`config.mk`:
```
export PLATFORM = sky130hd
export DESIGN_NAME = seq_data_comp_flat
export DESIGN_NICKNAME = d
export VERILOG_FILES = /design/src/rtl/seq_data_comp_pkg.sv /design/src/rtl/seq_data_comp_if.sv /design/src/rtl/seq_data_comp_stage_cmp.sv /design/src/rtl/seq_data_comp.sv /design/src/flat_wrapper.sv
export SDC_FILE = /design/constraint.sdc
export NUM_CORES = 1
export LEC_CHECK = 0
export ABC_CLOCK_PERIOD_IN_PS = 5400
export CORE_AREA = 2 2 64 66
export CTS_CLUSTER_DIAMETER = 100
export DETAILED_ROUTE_END_ITERATION = 16
export DIE_AREA = 0 0 66 68
export PLACE_DENSITY_LB_ADDON = 0.08
export SKIP_LAST_GASP = 1
export SLEW_MARGIN = 0
export SYNTH_ARGS = -nofsm -noshare
export SYNTH_HDL_FRONTEND = slang
export SYNTH_SLANG_ARGS = --single-unit
```
`constraint.sdc`:
```
create_clock -name clk -period 5.4 [get_ports clk]
set_clock_uncertainty 0.1 [all_clocks]
set_input_delay 0.54 -clock clk [delete_from_list [all_inputs] [get_ports clk]]
set_output_delay 0.54 -clock clk [all_outputs]
set_load 0.02 [all_outputs]
```
`src/rtl/seq_data_comp_pkg.sv`:
```
// seq_trig_pkg: shared types and default sizes for the sequence trigger.
//   seq_state_t : FSM state (IDLE = not armed, HUNT = searching for sequence)
//   DEF_WIDTH / DEF_DEPTH / DEF_CNT_W : default parameter values
package seq_trig_pkg;

    typedef enum logic {
        IDLE = 1'b0,
        HUNT = 1'b1
    } seq_state_t;

    localparam int DEF_WIDTH = 8;
    localparam int DEF_DEPTH = 4;
    localparam int DEF_CNT_W = 8;

endpackage

```
`src/rtl/seq_data_comp_if.sv`:
```
// seq_data_comp_if: serial word stream from the protocol deserialiser.
//   serial_vld  : serial_data holds a new word this cycle
//   serial_data : received word
// Handshake: there is no back-pressure. A word is transferred on every rising
// clock edge where serial_vld is high; serial_data is don't-care otherwise.
interface seq_data_comp_if #(
    parameter int WIDTH = 8
);
    logic             serial_vld;
    logic [WIDTH-1:0] serial_data;

    modport master (output serial_vld, output serial_data);
    modport slave  (input  serial_vld, input  serial_data);
endinterface

```
`src/rtl/seq_data_comp_stage_cmp.sv`:
```
// seq_stage_cmp: one masked word compare (combinational).
//   vld   in  : word qualifier
//   data  in  : received word
//   match in  : expected pattern
//   mask  in  : don't-care bits (1 = ignore)
//   hit   out : vld and all cared-for bits equal
module seq_stage_cmp #(
    parameter int WIDTH = 8
) (
    input  logic             vld,
    input  logic [WIDTH-1:0] data,
    input  logic [WIDTH-1:0] match,
    input  logic [WIDTH-1:0] mask,
    output logic             hit
);
    // Forcing masked bits to 1 on both sides makes them compare equal.
    assign hit = vld && ((data | mask) == (match | mask));
endmodule

```
`src/rtl/seq_data_comp.sv`:
```
// seq_data_comp: multi-stage masked sequence trigger.
//   clk, rst    : clock, synchronous active-high reset
//   ser         : serial word stream (slave)
//   arm         : one-cycle arm/re-arm, latches len and mode
//   mode        : 0 = single-shot, 1 = continuous
//   len         : active stages (0 -> 1, >DEPTH -> DEPTH)
//   match, mask : per-stage pattern / don't-care, stage k at [k*WIDTH +: WIDTH]
//   prot_trig   : one-cycle registered pulse on full sequence match
//   armed       : state is HUNT
//   stage       : stage index expected next
//   trig_cnt    : saturating trigger count since reset
//   state_dbg   : current FSM state
module seq_data_comp
    import seq_trig_pkg::*;
#(
    parameter int WIDTH = DEF_WIDTH,
    parameter int DEPTH = DEF_DEPTH,
    parameter int CNT_W = DEF_CNT_W,
    localparam int LEN_W = $clog2(DEPTH + 1),
    localparam int STG_W = (DEPTH > 1) ? $clog2(DEPTH) : 1
) (
    input  logic                   clk,
    input  logic                   rst,
    seq_data_comp_if.slave         ser,
    input  logic                   arm,
    input  logic                   mode,
    input  logic [LEN_W-1:0]       len,
    input  logic [DEPTH*WIDTH-1:0] match,
    input  logic [DEPTH*WIDTH-1:0] mask,
    output logic                   prot_trig,
    output logic                   armed,
    output logic [STG_W-1:0]       stage,
    output logic [CNT_W-1:0]       trig_cnt,
    output seq_state_t             state_dbg
);

    seq_state_t       state_q, state_d;
    logic [STG_W-1:0] stage_q, stage_d;
    logic [LEN_W-1:0] len_q, len_d, len_clamped;
    logic             mode_q, mode_d;
    logic             trig_q, trig_d;
    logic [CNT_W-1:0] cnt_q;
    logic             hit_sel, hit_0;
    logic [STG_W-1:0] last_stage;

    always_comb begin
        len_clamped = len;
        if (len == '0) begin
            len_clamped = LEN_W'(1);
        end else if (len > LEN_W'(DEPTH)) begin
            len_clamped = LEN_W'(DEPTH);
        end
    end

    assign last_stage = STG_W'(len_q - LEN_W'(1));

    // Compare against the currently expected stage.
    seq_stage_cmp #(.WIDTH(WIDTH)) u_cmp_sel (
        .vld   (ser.serial_vld),
        .data  (ser.serial_data),
        .match (match[int'(stage_q)*WIDTH +: WIDTH]),
        .mask  (mask[int'(stage_q)*WIDTH +: WIDTH]),
        .hit   (hit_sel)
    );

    // Stage-0 compare lets a mismatching word immediately restart the sequence.
    seq_stage_cmp #(.WIDTH(WIDTH)) u_cmp_0 (
        .vld   (ser.serial_vld),
        .data  (ser.serial_data),
        .match (match[WIDTH-1:0]),
        .mask  (mask[WIDTH-1:0]),
        .hit   (hit_0)
    );

    always_comb begin
        state_d = state_q;
        stage_d = stage_q;
        len_d   = len_q;
        mode_d  = mode_q;
        trig_d  = 1'b0;
        case (state_q)
            IDLE: begin
                if (arm) begin
                    state_d = HUNT;
                    stage_d = '0;
                    len_d   = len_clamped;
                    mode_d  = mode;
                end
            end
            HUNT: begin
                if (hit_sel) begin
                    if (stage_q == last_stage) begin
                        trig_d  = 1'b1;
                        stage_d = '0;
                        if (!mode_q) begin
                            state_d = IDLE;
                        end
                    end else begin
                        stage_d = stage_q + STG_W'(1);
                    end
                end else if (ser.serial_vld && stage_q != '0) begin
                    // stage_q > 0 implies len_q >= 2, so a stage-0 hit
                    // can only advance to stage 1 here.
                    stage_d = hit_0 ? STG_W'(1) : '0;
                end
                // Re-arm overrides progress and single-shot disarm, but a
                // same-cycle trigger is still reported.
                if (arm) begin
                    state_d = HUNT;
                    stage_d = '0;
                    len_d   = len_clamped;
                    mode_d  = mode;
                end
            end
            default: state_d = IDLE;
        endcase
    end

    always_ff @(posedge clk) begin
        if (rst) begin
            state_q <= IDLE;
            stage_q <= '0;
            len_q   <= LEN_W'(1);
            mode_q  <= 1'b0;
            trig_q  <= 1'b0;
            cnt_q   <= '0;
        end else begin
            state_q <= state_d;
            stage_q <= stage_d;
            len_q   <= len_d;
            mode_q  <= mode_d;
            trig_q  <= trig_d;
            if (trig_d && cnt_q != '1) begin
                cnt_q <= cnt_q + CNT_W'(1);
            end
        end
    end

    assign prot_trig = trig_q;
    assign armed     = (state_q == HUNT);
    assign stage     = stage_q;
    assign trig_cnt  = cnt_q;
    assign state_dbg = state_q;

endmodule

```
`src/flat_wrapper.sv`:
```
// flat-port wrapper written by rule: the top's interface ports become plain ports
module seq_data_comp_flat import seq_trig_pkg::*;
#(
    parameter int WIDTH = DEF_WIDTH,
    parameter int DEPTH = DEF_DEPTH,
    parameter int CNT_W = DEF_CNT_W,
    localparam int LEN_W = $clog2(DEPTH + 1),
    localparam int STG_W = (DEPTH > 1) ? $clog2(DEPTH) : 1
)
  (clk, rst, arm, mode, len, match, mask, prot_trig, armed, stage, trig_cnt, state_dbg, ser_serial_vld, ser_serial_data);
  seq_data_comp_if #(.WIDTH(WIDTH)) ser_i ();
  input  logic clk;
  input  logic rst;
  input  logic arm;
  input  logic mode;
  input  logic [LEN_W-1:0] len;
  input  logic [DEPTH*WIDTH-1:0] match;
  input  logic [DEPTH*WIDTH-1:0] mask;
  output logic prot_trig;
  output logic armed;
  output logic [STG_W-1:0] stage;
  output logic [CNT_W-1:0] trig_cnt;
  output seq_state_t state_dbg;
  input wire logic [$bits(ser_i.serial_vld)-1:0] ser_serial_vld;
  input wire logic [$bits(ser_i.serial_data)-1:0] ser_serial_data;
  assign ser_i.serial_vld = ser_serial_vld;
  assign ser_i.serial_data = ser_serial_data;
  seq_data_comp #(.WIDTH(WIDTH), .DEPTH(DEPTH), .CNT_W(CNT_W)) u_core (.clk(clk), .rst(rst), .ser(ser_i), .arm(arm), .mode(mode), .len(len), .match(match), .mask(mask), .prot_trig(prot_trig), .armed(armed), .stage(stage), .trig_cnt(trig_cnt), .state_dbg(state_dbg));
endmodule
```
==> run metrics, run 1 <==
final-layout worst hold slack=0.3976 ns; area of the die=0.004488 mm²; global routing usage summed across all routing layers=a little under a fifth; top post-synthesis cells by count=xnor2_1 (32), nor2_1 (18), dfxtp_1 (15); fillcell total=380; Final Setup Violations=0; total via count after detailed routing=~1600; share of the synthesized area in the top cell type=between 20% and 30%; # nets final=~350; number of warnings issued by yosys=0; end-of-flow core utilization=61.55%; synthesized instance count=184; ranking of synthesized cells by area=dfxtp_1 (21%), xnor2_1 (20%), o22ai_1 (4.8%); measured slew at the worst slew-check pin=a little under 0.8 ns; aggregate negative setup slack=0 ns; dominant cell type by area after synthesis=dfxtp_1; CP Data Arrival Time=approximately 2.6 ns; result of the run=completed; power density of the placed cells=139.3 mW/mm²; first-iteration detailed-routing DRC count=just under 50; fraction of the yosys area taken by sequential cells=a little over a fifth; Die Wd=between 60 and 70 µm; clk root buf=clkbuf_8; Layout Cell Area excl Fill=roughly 0.0024 mm²; antenna violations before repair=0; area post-placement=approximately 0.0023 mm²; number of H-tree levels=1; PostCTS Resize Cnt=0; Antenna Violating Nets Remaining=0; Primary FF master, synth=dfxtp_1; TritonCTS clock tree=built; initial core utilization=36.92%; post-synthesis to final-layout area growth=66.70%; number of detailed-route iterations in the first pass=4; HPWL after detailed placement=about 3500 µm; class of the worst hold path=register to register; count of antenna diodes in the layout=0; I/O pin count=between 90 and 100; largest vdd supply drop=~0.14 mV; Worst Setup Start Kind=input port; unrepaired setup endpoints after global routing=no; Leak=roughly 0.84 nW; area occupied by registers=between 300 and 400 µm²; grt ovf=0; WS Path Type=input port to register; CTS buffer count=3; layout cell share with drive strength beyond 1=between 3 and 4%; post-CTS setup-driven buffer insertion count=0; area of combinational cells with multiple inputs=0.001018 mm²; maximum clock frequency=about 0.39 GHz; Wirelength per Cell=about 13 µm; clock slew at the register clock pins of the worst setup and hold paths=about 0.060 ns; Post-Synthesis Cell Area=0.001424 mm²; largest fanout on the critical path=9; Hold Fails Final Rpt=0; Post-Route WL=around 4200 µm; dominant cell by count in the synthesized netlist=xnor2_1; clock latency at the later pin of the worst-skew pair=0.24 ns; Async SR Flop Fraction=0%; count of clock tree sinks=15; critical path endpoint category=register; hold buffers post-CTS=0; Max Transition Viols Final=0; library cells used by synthesis=43; worst max-slew margin expressed relative to the limit=between 40% and 50%; height of the die=a little under 70 µm; via density per instance=just over 5; Bufs on Longest Clock Path=2; first-pass GRT wire length=around 6700 µm; shortest clock period the worst path allows after layout=2.592 ns; synthesized area per cell=between 7 and 8 µm²; total core area=0.003856 mm²; drc violations=0; Cell Rows=23; I/O Buffers=between 90 and 100; GPL Wtd Cong=~0.8; EDFF count, synth=0; flop and latch count out of synthesis=15; Synthesized Nets=~270; data required time of the worst path=5.43 ns; largest net degree at the start of global routing=25; vias in the first global route=1469; post-route clock period utilization=between 40% and 50%; count of max-cap constraint violations=0
-- per-layer routing --
layer	GRT usage (%)	vias to the layer above	routed length [µm]
li1	-	815	-
met1	24.00	709	1834
met2	32.58	66	1964
met3	5.428	8	320
met4	5.102	0	69
met5	0	-	0
-- where the power goes --
part	internal [mW]	switching [mW]	leakage (nW)
logic	0.0808	0.0448	0.699
clock network	0.0522	0.0374	0.0228
registers	0.113	0.00268	0.122
-- final timing paths --
path	from	endpoint	slack, ns	depth (start not counted)
worst max register to register	u_core.stage[0]	u_core.stage[0]	2.82	8
worst max-delay path	ser_serial_data[2]	u_core.trig_cnt[5]	2.81	8
worst min-delay path	u_core.mode_q	u_core.mode_q	0.40	2
worst min register to register	u_core.mode_q	u_core.mode_q	0.40	2
-- critical path, cell delays in order --
cell,delay (ns)
clkdlybuf4s50_1,0.62
xnor2_1,0.15
o22ai_1,0.11
nor4_1,0.29
o21ai_1,0.16
nand2_1,0.23
and3_1,0.21
mux2_1,0.32
-- cell usage in the layout, fill, tap and decap left out, types with 2 or more instances in the layout --
master / instances
clkdlybuf4s50_1: 92
xnor2_1: 32
nor2_1: 18
dfxtp_1: 15
o22ai_1: 11
nand2_1: 11
inv_1: 7
a21oi_1: 7
nor2b_1: 6
nor4_1: 5
and3_1: 5
nand4_1: 5
nor3_1: 4
mux2i_1: 4
nand3_1: 4
mux2_1: 4
o21ai_0: 3
clkbuf_8: 3
o21ai_1: 2
a211oi_1: 2
o221ai_1: 2
nand2b_1: 2
ha_1: 2
-- cells by family after synthesis --
family,Yosys count,share of synthesized area (%)
simple gates,69,26.36
xor+xnor,33,20.30
buf+inv,22,7.381
fa+ha+maj,2,1.757
flops,15,21.09
compound gates,34,16.08
mux,9,7.029
-- stage by stage --
step                worst slack [ns]  instances  power [mW]
finish                         2.808        315      0.3307
global route                   2.604        315      0.3523
CTS                            2.809        315      0.3342
detailed placement             2.558        311      0.2438
global placement               2.606        311      0.2435
floorplan                      3.237        184      0.1760
-- area by class of cell --
cell class                 instances  area share (%)
tap                               50           2.636
clock buffer                       4           1.898
multi-input combinational        147           42.91
inverter                           7           1.107
sequential                        15           12.65
timing repair buffer              92           38.80
-- sequential cells by signal (all words and copies together), names as in the netlist --
| register | flops |
|---|---|
| u_core.armed | 1 |
| u_core.len_q | 2 |
| u_core.mode_q | 1 |
| u_core.stage | 2 |
| u_core.prot_trig | 1 |
| u_core.trig_cnt | 8 |
(Power assumes the default switching activity.)
==> inputs of run 2 (changes only) <==
ABC_CLOCK_PERIOD_IN_PS = 2220   (was 5400)
CORE_AREA = 2 2 69 71   (was 2 2 64 66)
DIE_AREA = 0 0 71 73   (was 0 0 66 68)
clock period = 2.22 ns   (was 5.4 ns; I/O delays follow)
==> run 2 against run 1 <==
  * Largest cell class is now buffers
  * Clock power rose to 2.7 times the previous value
  * Global-route usage fell by 0.51 points
  * Clock-buffer cell count fell by 1
  * Critical endpoint is now u_core.trig_cnt[3]
==> run metrics, run 2 (synthesis results as in run 1) <==
power density of the placed cells=334.3 mW/mm² (+140%); commonest cells after routing, fill and taps aside=clkdlybuf4s50_1 (92), xnor2_1 (32), buf_4 (26); post-route clock period utilization=98.29%; Final Setup Violations=0 (unchanged); largest net degree at the start of global routing=24 (-4.0%); number of H-tree levels=1 (unchanged); antenna violations before repair=0 (unchanged); most common cell after layout, fill and taps aside=clkdlybuf4s50_1; vias in the first global route=1647 (+12%); result of the run=completed; hold buffers post-CTS=0 (unchanged); measured slew at the worst slew-check pin=0.3818 ns (-0.4078 ns); I/O pin count=93 (unchanged); area occupied by registers=301.5 µm² (+0.42%); via density per instance=4.829 (-4.8%); CTS buffer count=3 (unchanged); post-synthesis to final-layout area growth=82.78%; clock slew at the register clock pins of the worst setup and hold paths=0.07 ns (about the same); # nets final=374 (+7.5%); post-CTS setup-driven buffer insertion count=0 (unchanged); max FFs per register=8 (unchanged); height of the die=73 µm (+7.4%); Post-Route WL=4633 µm (+11%); unrepaired setup endpoints after global routing=yes; initial core utilization=31.39% (-5.5 points); total via count after detailed routing=1666 (+4.3%); final-layout worst hold slack=0.3972 ns (-0.0003680 ns); Die Wd=71 µm (+7.6%); number of placed cells counting well taps=341 (+9.6%); HPWL after detailed placement=3811 µm (+7.7%); Cell Rows=25 (+8.7%); critical path endpoint category=register; count of antenna diodes in the layout=0 (unchanged); cell count of the worst hold path=2 (unchanged); class of the worst hold path=register to register; largest vdd supply drop=0.2749 mV (+98%); shortest clock period the worst path allows after layout=between 2 and 2.5 ns; drc violations=0 (unchanged); first-pass GRT wire length=7741 µm (+16%); fillcell total=451 (+19%); largest fanout on the critical path=6 (-3); Wirelength per Cell=13.43 µm (+1.0%); grt ovf=0 (unchanged); total core area=0.004536 mm² (+18%); total power=0.8700 mW (+160%); count of max-cap constraint violations=0 (unchanged); Worst Setup Start Kind=register; maximum clock frequency=~0.46 GHz; area of the die=0.005183 mm² (+15%); Leak=0.9781 nW (+16%); Hold Fails Final Rpt=0 (unchanged); GPL Wtd Cong=0.8544 (+6.3%); area of combinational cells with multiple inputs=0.001042 mm² (+2.3%); data required time of the worst path=2.26 ns (-3.17 ns); layout cell share with drive strength beyond 1=13.75% (+10 points); CP Data Arrival Time=2.23 ns (-0.39 ns); Antenna Violating Nets Remaining=0 (unchanged); length in cells of the worst reg-to-reg path=8 (unchanged); TritonCTS clock tree=built; count of clock tree sinks=15 (unchanged); number of detailed-route iterations in the first pass=4 (unchanged); clock latency at the later pin of the worst-skew pair=0.26 ns (+0.02 ns); clk root buf=clkbuf_8; WS Path Type=register to register; worst max-slew margin expressed relative to the limit=74.19% (+27 points); I/O Buffers=92 (unchanged); global routing usage summed across all routing layers=18.68% (-0.51 points); Bufs on Longest Clock Path=2 (unchanged); Max Transition Viols Final=0 (unchanged); first-iteration detailed-routing DRC count=62 (+27%); post-layout instance count excluding filler cells=345 (+9.5%)
[run 2: metrics by stage]
stage               utilization [%]  TNS (ns)  instance area, µm²  worst slack (ns)
floorplan                         -         0                1424           0.06539
global placement              55.75   -0.9965                2529           -0.1565
detailed placement            55.75    -1.073                2529           -0.1768
CTS                           56.86         0                2579           0.05767
global route                  57.38  -0.09179                2603          -0.07844
finish                        57.38         0                2603           0.03801
[run 2: cell type report]
class,instances,area share (%)
tap,54,2.596
clock inverter,1,0.2885
sequential,15,11.59
clock buffer,3,1.587
multi-input combinational,147,40.05
inverter,7,1.010
timing repair buffer,118,42.88
[run 2: timing repair]
item | in CTS | in global routing
endpoints found under the setup margin | 1 | 7
resized for setup | 1 | 4
pin swaps | 0 | 0
[run 2: final timing paths]
path | slack [ns] | endpoint | start
setup / recovery | 0.04 | u_core.trig_cnt[3] | u_core.stage[0]
hold / removal | 0.40 | u_core.mode_q | u_core.mode_q
setup reg to reg | 0.04 | u_core.trig_cnt[3] | u_core.stage[0]
hold reg to reg | 0.40 | u_core.mode_q | u_core.mode_q
[run 2: layer usage]
layer / part of all wire [%] / vias up / global-route usage, %
li1: - / 868 / -
met1: 46 / 740 / 24.27
met2: 47 / 54 / 32.81
met3: 5.6 / 4 / 4.006
met4: 0.78 / 0 / 2.306
met5: 0 / - / 0
[run 2: report_power, final]
group	total [mW]	switching (mW)	leakage [nW]	internal, mW
registers	0.281	0.00688	0.122	0.274
clock network	0.239	0.112	0.0217	0.127
logic	0.350	0.121	0.834	0.229
[run 2: critical path: stages (launching register included)]
cell      delay (ns)
dfxtp_2         0.36
buf_4           0.16
and2b_1         0.18
a211oi_1        0.05
a221oi_2        0.31
nand2_2         0.12
nor3b_4         0.24
and3_1          0.20
mux2_1          0.32
